==> src/rtl/fetch_pkg.sv <==
// Shared constants, state encoding and helpers for the RV32IC fetch/realign front end.
package fetch_pkg;

    localparam logic [1:0] OPC_UNCOMPRESSED = 2'b11;
    localparam int         HW_W             = 16;

    typedef enum logic {
        S_RUN     = 1'b0,
        S_DISCARD = 1'b1
    } fetch_state_e;

    function automatic logic [31:0] swap_bytes(input logic [31:0] w);
        return {w[7:0], w[15:8], w[23:16], w[31:24]};
    endfunction

    function automatic int count_w(input int depth);
        return $clog2(depth + 1);
    endfunction

endpackage

==> src/rtl/fetch_realign_queue_hw_queue.sv <==
// Circular halfword buffer: up to two pushes and two pops per cycle, flush empties it.
module hw_queue
    import fetch_pkg::*;
#(
    parameter  int DEPTH_HW = 8,
    localparam int CNT_W    = count_w(DEPTH_HW),
    localparam int PTR_W    = $clog2(DEPTH_HW)
) (
    input  logic             clk,
    input  logic             rst_n,
    input  logic             i_flush,
    input  logic [1:0]       i_push_n,
    input  logic [HW_W-1:0]  i_push_hw0,
    input  logic [HW_W-1:0]  i_push_hw1,
    input  logic [1:0]       i_pop_n,
    output logic [HW_W-1:0]  o_h0,
    output logic [HW_W-1:0]  o_h1,
    output logic [CNT_W-1:0] o_count
);

    logic [HW_W-1:0]  r_mem [DEPTH_HW];
    logic [PTR_W-1:0] r_rd_ptr;
    logic [PTR_W-1:0] r_wr_ptr;
    logic [CNT_W-1:0] r_count;
    logic [PTR_W-1:0] w_rd_ptr1;
    logic [PTR_W-1:0] w_wr_ptr1;

    // Power-of-two depth lets the pointers wrap by plain overflow.
    assign w_rd_ptr1 = r_rd_ptr + PTR_W'(1);
    assign w_wr_ptr1 = r_wr_ptr + PTR_W'(1);

    always_ff @(posedge clk) begin
        if (!rst_n || i_flush) begin
            r_rd_ptr <= '0;
            r_wr_ptr <= '0;
            r_count  <= '0;
        end else begin
            r_wr_ptr <= r_wr_ptr + PTR_W'(i_push_n);
            r_rd_ptr <= r_rd_ptr + PTR_W'(i_pop_n);
            r_count  <= r_count + CNT_W'(i_push_n) - CNT_W'(i_pop_n);
        end
    end

    always_ff @(posedge clk) begin
        if (rst_n && !i_flush) begin
            if (i_push_n != 2'd0) begin
                r_mem[r_wr_ptr] <= i_push_hw0;
            end
            if (i_push_n == 2'd2) begin
                r_mem[w_wr_ptr1] <= i_push_hw1;
            end
        end
    end

    assign o_h0    = r_mem[r_rd_ptr];
    assign o_h1    = r_mem[w_rd_ptr1];
    assign o_count = r_count;

endmodule

==> src/rtl/fetch_realign_queue.sv <==
// RV32IC fetch front end: sequential word prefetch into a halfword queue, 16/32-bit realignment, redirect.
module fetch_realign_queue
    import fetch_pkg::*;
#(
    parameter int          DEPTH_HW   = 8,
    parameter int          SWAP_BYTES = 1,
    parameter logic [31:0] RESET_PC   = 32'h0
) (
    input  logic        clk,
    input  logic        rst_n,
    input  logic        redirect,
    input  logic [31:0] redirect_pc,
    output logic        out_valid,
    input  logic        out_ready,
    output logic [31:0] out_inst,
    output logic [31:0] out_pc,
    output logic        out_compressed,
    output logic        ICACHE_ren,
    output logic        ICACHE_wen,
    output logic [29:0] ICACHE_addr,
    output logic [31:0] ICACHE_wdata,
    input  logic [31:0] ICACHE_rdata,
    input  logic        ICACHE_stall
);

    localparam int               CNT_W     = count_w(DEPTH_HW);
    localparam logic [CNT_W-1:0] ISSUE_MAX = CNT_W'(DEPTH_HW - 2);

    // Cache handshake: a request is live while ICACHE_ren=1 and completes on the
    // first cycle with ICACHE_stall=0; address and ren stay frozen while stalled.
    fetch_state_e r_state;
    fetch_state_e w_state_nxt;

    logic [29:0] r_fetch_addr;
    logic [29:0] r_req_addr;
    logic        r_hold;
    logic        r_drop_lo;
    logic [31:0] r_out_pc;

    logic [HW_W-1:0]  w_h0;
    logic [HW_W-1:0]  w_h1;
    logic [CNT_W-1:0] w_count;
    logic             w_comp;
    logic             w_stalled;
    logic             w_complete;
    logic             w_push;
    logic             w_pop;
    logic [1:0]       w_push_n;
    logic [1:0]       w_pop_n;
    logic [31:0]      w_word;
    logic [HW_W-1:0]  w_push_hw0;
    logic [HW_W-1:0]  w_push_hw1;

    hw_queue #(
        .DEPTH_HW (DEPTH_HW)
    ) u_queue (
        .clk        (clk),
        .rst_n      (rst_n),
        .i_flush    (redirect),
        .i_push_n   (w_push_n),
        .i_push_hw0 (w_push_hw0),
        .i_push_hw1 (w_push_hw1),
        .i_pop_n    (w_pop_n),
        .o_h0       (w_h0),
        .o_h1       (w_h1),
        .o_count    (w_count)
    );

    // Issue on pre-pop occupancy so a full word always fits when it returns.
    assign ICACHE_ren   = rst_n && ((w_count <= ISSUE_MAX) || r_hold || (r_state == S_DISCARD));
    assign ICACHE_addr  = r_hold ? r_req_addr : r_fetch_addr;
    assign ICACHE_wen   = 1'b0;
    assign ICACHE_wdata = 32'h0;

    assign w_stalled  = ICACHE_ren && ICACHE_stall;
    assign w_complete = ICACHE_ren && !ICACHE_stall;
    assign w_push     = w_complete && (r_state == S_RUN) && !redirect;
    assign w_word     = (SWAP_BYTES != 0) ? swap_bytes(ICACHE_rdata) : ICACHE_rdata;

    // A halfword-aligned target skips the low half of its first word.
    assign w_push_n   = !w_push ? 2'd0 : (r_drop_lo ? 2'd1 : 2'd2);
    assign w_push_hw0 = r_drop_lo ? w_word[31:16] : w_word[15:0];
    assign w_push_hw1 = w_word[31:16];

    assign w_comp         = (w_h0[1:0] != OPC_UNCOMPRESSED);
    assign out_valid      = !redirect && (((w_count != '0) && w_comp) || (w_count >= CNT_W'(2)));
    assign out_inst       = w_comp ? {16'h0, w_h0} : {w_h1, w_h0};
    assign out_pc         = r_out_pc;
    assign out_compressed = w_comp;

    assign w_pop   = out_valid && out_ready;
    assign w_pop_n = !w_pop ? 2'd0 : (w_comp ? 2'd1 : 2'd2);

    always_ff @(posedge clk) begin
        if (!rst_n) begin
            r_state <= S_RUN;
        end else begin
            r_state <= w_state_nxt;
        end
    end

    // The stalled request's data belongs to the old stream, so it is dropped on completion.
    always_comb begin
        w_state_nxt = r_state;
        case (r_state)
            S_RUN: begin
                if (redirect && w_stalled) begin
                    w_state_nxt = S_DISCARD;
                end
            end
            S_DISCARD: begin
                if (!ICACHE_stall) begin
                    w_state_nxt = S_RUN;
                end
            end
            default: w_state_nxt = S_RUN;
        endcase
    end

    always_ff @(posedge clk) begin
        if (!rst_n) begin
            r_fetch_addr <= RESET_PC[31:2];
            r_req_addr   <= RESET_PC[31:2];
            r_drop_lo    <= RESET_PC[1];
            r_out_pc     <= RESET_PC & 32'hFFFF_FFFE;
            r_hold       <= 1'b0;
        end else begin
            r_hold <= w_stalled;
            if (w_stalled) begin
                r_req_addr <= ICACHE_addr;
            end
            if (redirect) begin
                r_fetch_addr <= redirect_pc[31:2];
                r_drop_lo    <= redirect_pc[1];
                r_out_pc     <= redirect_pc & 32'hFFFF_FFFE;
            end else begin
                if (w_push) begin
                    r_fetch_addr <= r_fetch_addr + 30'd1;
                    r_drop_lo    <= 1'b0;
                end
                if (w_pop) begin
                    r_out_pc <= r_out_pc + (w_comp ? 32'd2 : 32'd4);
                end
            end
        end
    end

endmodule
==> config.mk <==
export PLATFORM = sky130hd
export DESIGN_NAME = fetch_realign_queue
export DESIGN_NICKNAME = d
export VERILOG_FILES = /design/src/rtl/fetch_pkg.sv /design/src/rtl/fetch_realign_queue_hw_queue.sv /design/src/rtl/fetch_realign_queue.sv
export SDC_FILE = /design/constraint.sdc
export NUM_CORES = 1
export LEC_CHECK = 0
export ABC_CLOCK_PERIOD_IN_PS = 8000
export CORE_MARGIN = 4
export CORE_UTILIZATION = 60
export DETAILED_ROUTE_END_ITERATION = 10
export GPL_TIMING_DRIVEN = 0
export HOLD_SLACK_MARGIN = 0.03
export PLACE_DENSITY = 0.87
export SYNTH_ARGS = -nofsm -noshare
export SYNTH_HDL_FRONTEND = slang
export SYNTH_HIERARCHICAL = 1
export SYNTH_SLANG_ARGS = --single-unit
==> constraint.sdc <==
create_clock -name clk -period 8 [get_ports clk]
set_input_delay 1.6 -clock clk [delete_from_list [all_inputs] [get_ports clk]]
set_output_delay 1.6 -clock clk [all_outputs]
set_load 0.01 [all_outputs]
==> flow_summary_export.csv, run 1 <==
group,metric,value,unit
min_path,hold_path_class,"reg2reg",
logic_synthesis,synthArstFlopShare,0,
global_routing,grt_antenna_before_repair,3,
sta,timing.hold.ws,556,ps
floorplan,coreArea,22100,sq um
job,maxCapViolations,0,
route,highest_layer,"met5",
floorplan,die_height,159,um
global_routing,grt_max_degree,15,
worst_setup_path,rr_endpoint,"u_queue/o_count[3]",
worst_setup_path,worstPathRequired,6400,ps
route,wl_met1,14.7,mm
worst_setup_path,arrival,4130,ps
floorplan,initial_core_util,0.616,
logic_synthesis,synth_edf_count,128,
logic_synthesis,yosys.area.top_type,"edfxtp_1",
cts,clkSinkCount,232,
power,peakVddDrop,0.000156,V
logic_synthesis,synth_top_area_frac,0.282,
route,drt_wl_total,39.7,mm
cts,root_buffer,"clkbuf_16",
logic_synthesis,ys_seq_area_frac,0.435,
cts,numCtsBuffers,24,
floorplan,ios,199,
cts,postCtsHoldBufs,0,
sta,period_share,0.716,
cts,cts_resized,0,
cts,cts_tree,"built",
route,final_antenna_net_count,0,
sta,rsz0062_at_grt,"no",
power,switching_share,0.246,
route,dr_wl_met2,19.3,mm
route,drt_iter0_drc,964,
floorplan,die-width,159,um
route,met3_length,4.20,mm
sta,slew_headroom,0.372,
global_routing,grt-ovfl-total,0,
global_routing,grt_pass1_wl,60.7,mm
placed_design,io_buffers,163,
worst_setup_path,cp-start-kind,"flop",
sta,setup_tns,0,ps
logic_synthesis,netlist_instances,1096,
sta,final-hold-violation-count,0,
worst_setup_path,r2r_slack,3070,ps
logic_synthesis,yosys_most_used_dff,"edfxtp_1",
logic_synthesis,yosysWarnings,6,
route,vias,10600,
floorplan,floorplan.die_area,25200,sq um
global_routing,grt.total_usage,0.314,
final_layout,nFillCells,1399,
sta,setup-violations-final,0,
power,p_sw,713,uW
logic_synthesis,ys_ff_latch,232,
sta,worst_pin_slew,942,ps
power,clkPwrFrac,0.394,
power,internal-power,2180,uW
worst_setup_path,timing.rr.start,"u_queue/r_rd_ptr[0]",
worst_setup_path,worst_r2r_path_depth,16,
cts,clk_latency,530,ps
cts,clkSlewWorstSetupHoldPaths,60,ps
sta,slew_violations,0,
logic_synthesis,synth_area,13600,sq um
final_layout,drive_gt1_frac,0.312,
placed_design,dp_hpwl,27.5,mm
logic_synthesis,syn_area_per_cell,12.4,sq um
worst_setup_path,crit_type,"reg2out",
route,drcViolationCount,0,
power,leakagePower,0.00614,uW
global_routing,grt_pass1_vias,10700,
floorplan,rows,54,
route,via_per_inst,6.51,
final_layout,area_growth,22.7,%
route,first_pass_iters,5,
sta,fmax,175,MHz
route,routedWlPerCell,24.4,um
worst_setup_path,crit_path_max_fanout,10,
worst_setup_path,endpoint,"out_valid",
logic_synthesis,synth_cell_types,68,
cts,cts_htree_levels,1,
final_layout,fin_nets,1411,
placed_design,gp_congestion,0.921,
worst_setup_path,crit_path_end_kind,"output port",
run_status,outcome,"complete, no violations",
worst_setup_path,cp-startpoint,"u_queue/r_rd_ptr[0]",
cts,cts_max_path_buffers,3,
cts,cts_setup_buffers,0,
sta,fin_crit,5730,ps
power,powerDensity,173,nW/um^2
power,p_seq_frac,0.462,
sta,fin_skew,16.1,ps
logic_synthesis,yosys-top-cells-area,"edfxtp_1, mux2_2, dfxtp_1, mux4_2, xnor2_1",
power,p_comb_frac,0.143,
-- state kept, by name, summed over array words and instances, names as in the netlist --
name and flops:
u_queue/r_mem 128, r_state 1, out_pc 31, u_queue/o_count 4, r_drop_lo 1, r_hold 1
r_fetch_addr 30, r_req_addr 30, u_queue/r_wr_ptr 3, u_queue/r_rd_ptr 3
-- cell type report --
type                    instances  area, sq um  share of cell area
diodes                          1         2.50            0.000150
plain buffers                 104          598              0.0358
clock buffers                  27          643              0.0385
clock inverters                16          151             0.00906
inverters                      24         90.1             0.00539
multi-input cells             769         7180               0.429
flip-flops and latches        232         5930               0.354
well taps                     280          350              0.0210
repair buffers                171         1780               0.106
-- per-layer routing --
metal	vias to the layer above	global-route usage
met3	133	0.0671
met2	713	0.528
li1	4596	-
met5	-	0
met4	4	0.115
met1	5131	0.403
-- cell families (layout without fill, tap and decap cells) --
logic type	Yosys count	in the layout	synth area share
buf+inv	128	342	0.0505
simple gates	231	231	0.108
xor+xnor	57	57	0.0378
flops	232	232	0.435
compound gates	160	160	0.0743
other cells	1	35	0.000275
mux	271	271	0.277
fa+ha+maj	16	16	0.0175
-- worst min path at each step --
stage	startpoint	end	slack, ps	depth (start not counted)
global placement	out_pc[30]	out_pc[30]	520	2
detailed placement	r_req_addr[8]	r_req_addr[8]	540	2
floorplan	r_fetch_addr[28]	r_fetch_addr[29]	510	2
finish	r_req_addr[9]	r_req_addr[9]	560	2
global route	r_req_addr[24]	r_req_addr[24]	590	2
CTS	r_req_addr[8]	r_req_addr[8]	560	2
-- critical path, cell delays in order (launching register included) --
cell             delay, ps
dfxtp_1                380
buf_2                  340
buf_2                  410
buf_2                  420
mux4_2                 360
mux2_2                 290
buf_2                  210
a21boi_4               300
nor2_1                  80
nor2_1                 220
clkdlybuf4s50_1        600
-- cells in the mapped netlist, drive strengths merged, types with 2 or more instances --
library cell	count
o31ai	4
buf	72
a21boi	4
and2	10
nand2b	3
edfxtp	128
inv	23
mux2	204
a21o	32
nand3	18
o311a	2
a31oi	2
nand2	36
ha	11
nor4b	2
nor3b	6
mux4	64
a21oi	57
o211ai	5
mux2i	3
and4	9
clkbuf	32
o21ai	41
and3	49
nor2	24
nor3	16
xor2	9
nor2b	2
o21bai	3
nand4	21
dfxtp	104
nor4	23
o21a	2
fa	5
xnor2	48
nand4b	4
a221oi	2
or3	5
-- power groups by stage --
stage	registers, uW	logic [uW]	clock network [uW]
2_1_floorplan	1350	237	0
6_report	1340	415	1140
3_5_place_dp	1360	402	0
3_3_place_gp	1360	389	0
4_1_cts	1340	409	1140
5_1_grt	1340	447	1200
-- metrics by stage --
stage                     utilization  instances  cell area (sq um)  setup slack (ps)  total power (uW)
after global routing            0.757       1624              16700              2100              2990
final                           0.757       1624              16700              2270              2890
after floorplan                     -       1129              13700              3220              1590
after global placement          0.712       1572              15700              1060              1750
after CTS                       0.756       1623              16700              2350              2890
after detailed placement        0.721       1580              15900              2080              1760
-- cells in the final DEF (no fill, tap or decap), drive strengths merged, types with 3 or more instances in the layout --
cell	synthesis	layout
dfxtp	104	104
nand4	21	21
fa	5	5
bufinv	0	3
buf	72	80
nor3	16	16
mux4	64	64
nor3b	6	6
nand2b	3	3
o211ai	5	5
and4	9	9
clkdlybuf4s50	0	163
mux2i	3	3
conb	1	34
edfxtp	128	128
and3	49	49
a21boi	4	4
ha	11	11
clkinv	1	11
a21o	32	32
xor2	9	9
nor2	24	24
inv	23	25
nand4b	4	4
nor4	23	23
o21ai	41	41
o31ai	4	4
mux2	204	204
o21bai	3	3
clkbuf	32	59
nand2	36	36
or3	5	5
nand3	18	18
a21oi	57	57
xnor2	48	48
and2	10	10
Note: power is estimated with default switching activity, not from simulation.
==> run 2: changes to the inputs <==
Settings changed: ABC_CLOCK_PERIOD_IN_PS 8000 to 4640, CORE_UTILIZATION 60 to 50, PLACE_DENSITY 0.87 to 0.77.
Clock period 8 ns to 4.64 ns, I/O delays scaled along.
==> run 2 against run 1 <==
Against the previous run: core utilization is 13 points lower; clock power is 72% higher; clock-buffer cell count is 10 higher; setup slack worse by 2100 ps; register-to-register slack worse by 2800 ps; critical path depth is 1 lower; first-iteration DRC count is 9.5% lower.
==> flow_summary_export.csv, run 2 (synthesis results as in run 1) <==
group,metric,value,unit
run_status,outcome,"complete, no violations",
final_layout,layout_common_cells,"mux2_2, clkdlybuf4s50_1, edfxtp_1",
power,leakagePower,0.00617,uW
power,clkPwrFrac,0.394,
sta,fin_skew,22.6,ps
power,p_comb_frac,0.142,
placed_design,io_buffers,163,
worst_setup_path,crit_type,"reg2out",
route,final_antenna_net_count,0,
power,internal-power,3760,uW
cts,postCtsHoldBufs,0,
final_layout,stdcell_count,1690,
sta,fmax,222,MHz
sta,worst_pin_slew,915,ps
global_routing,grtUsageMet1,0.310,
route,first_pass_iters,5,
floorplan,floorplan.die_area,29900,sq um
route,drt_wl_total,38.6,mm
floorplan,die_height,173,um
placed_design,gp_congestion,0.857,
power,switching_share,0.243,
cts,clkSinkCount,232,
route,drcViolationCount,0,
power,p_sw,1210,uW
sta,rsz0062_at_grt,"yes",
cts,numCtsBuffers,25,
worst_setup_path,worstPathRequired,3710,ps
sta,period_share,0.972,
final_layout,area_growth,24.0,%
power,powerDensity,294,nW/um^2
worst_setup_path,cp-start-kind,"flop",
global_routing,grt.total_usage,0.251,
floorplan,die-width,173,um
floorplan,ios,199,
global_routing,grt_antenna_before_repair,1,
global_routing,grt_max_degree,14,
power,peakVddDrop,0.000278,V
cts,cts_htree_levels,1,
power,fin_total_pwr,4970,uW
route,via_per_inst,5.98,
global_routing,grt_pass1_vias,10500,
global_routing,grt_pass1_wl,59.9,mm
placed_design,placedCellCount,1641,
sta,final-hold-violation-count,0,
route,routedWlPerCell,22.8,um
cts,cts_tree,"built",
global_routing,grt-ovfl-total,0,
cts,cts_max_path_buffers,3,
global_routing,top_usage_layer,"met2",
final_layout,drive_gt1_frac,0.316,
worst_setup_path,arrival,3580,ps
sta,setup-violations-final,0,
sta,slew_headroom,0.390,
floorplan,coreArea,26900,sq um
floorplan,rows,60,
final_layout,largest-register,"u_queue/r_mem",
placed_design,dp_hpwl,27.3,mm
route,vias,10100,
final_layout,final_common_cell,"mux2_2",
global_routing,met2_usage,0.435,
worst_setup_path,r2r_slack,310,ps
final_layout,fin_nets,1415,
sta,fin_crit,4510,ps
worst_setup_path,crit_path_end_kind,"output port",
job,maxCapViolations,0,
final_layout,largest_register_ffs,128,
global_routing,gr-usage-met3,0.0680,
sta,slew_violations,0,
cts,root_buffer,"clkbuf_16",
min_path,hold_path_class,"reg2reg",
floorplan,initial_core_util,0.507,
cts,clkSlewWorstSetupHoldPaths,60,ps
route,drt_iter0_drc,872,
cts,clk_latency,530,ps
power,p_seq_frac,0.463,
worst_setup_path,crit_path_max_fanout,10,
run 2: layout make-up:
| cell class | count | area, sq um |
|---|---|---|
| Antenna cell | 1 | 2.50 |
| Timing Repair Buffer | 174 | 1820 |
| Clock buffer | 37 | 701 |
| Clock inverter | 8 | 93.8 |
| Buffer | 104 | 633 |
| Fill cell | 2094 | 9990 |
| Sequential cell | 232 | 5930 |
| Inverter | 24 | 90.1 |
| Multi-Input combinational cell | 769 | 7190 |
| Tap cell | 341 | 427 |
run 2: through the flow:
| stage | worst slack, ps | area (sq um) | TNS, ps | hold slack, ps | util |
|---|---|---|---|---|---|
| after detailed placement | -749 | 16000 | -67660 | 536 | 0.596 |
| after floorplan | 528 | 13700 | 0 | 505 | - |
| after global placement | -1660 | 15800 | -199990 | 522 | 0.588 |
| after CTS | 2.95 | 16900 | 0 | 546 | 0.627 |
| final | 130 | 16900 | 0 | 554 | 0.628 |
| after global routing | -18.3 | 16900 | -19.7 | 583 | 0.628 |
run 2: metal layers:
metal	part of all wire	wire (um)
met2	0.49	19100
met4	0.024	922
met5	0.00047	18
met1	0.39	15100
met3	0.090	3480
run 2: power groups by stage:
stage	registers [uW]	logic, uW	clock network, uW
global route	2310	766	2080
global placement	2340	676	0
finish	2300	707	1960
detailed placement	2340	694	0
CTS	2300	703	1980
floorplan	2330	409	0
run 2: worst paths after layout:
kind	cells past startpoint	from	endpoint
worst min-delay path	2	out_pc[30]	out_pc[30]
worst max register to register	15	u_queue/r_rd_ptr[1]	u_queue/o_count[3]
worst max-delay path	9	u_queue/r_rd_ptr[1]	out_valid
worst min register to register	2	out_pc[30]	out_pc[30]
run 2: critical path, cell delays in order (launching register included):
cell and delay (ps):
dfxtp_1 400, buf_2 230, buf_6 230, mux4_2 510
mux2_2 310, buf_2 220, a21boi_4 290, nor2_1 80
nor2_1 200, clkdlybuf4s50_1 580
run 2: timing repair:
action	CTS	global route
buffers inserted	1	2
endpoints found under the setup margin	58	16
gates cloned	0	0
gates resized for setup	11	4
endpoints found under the hold margin	0	0
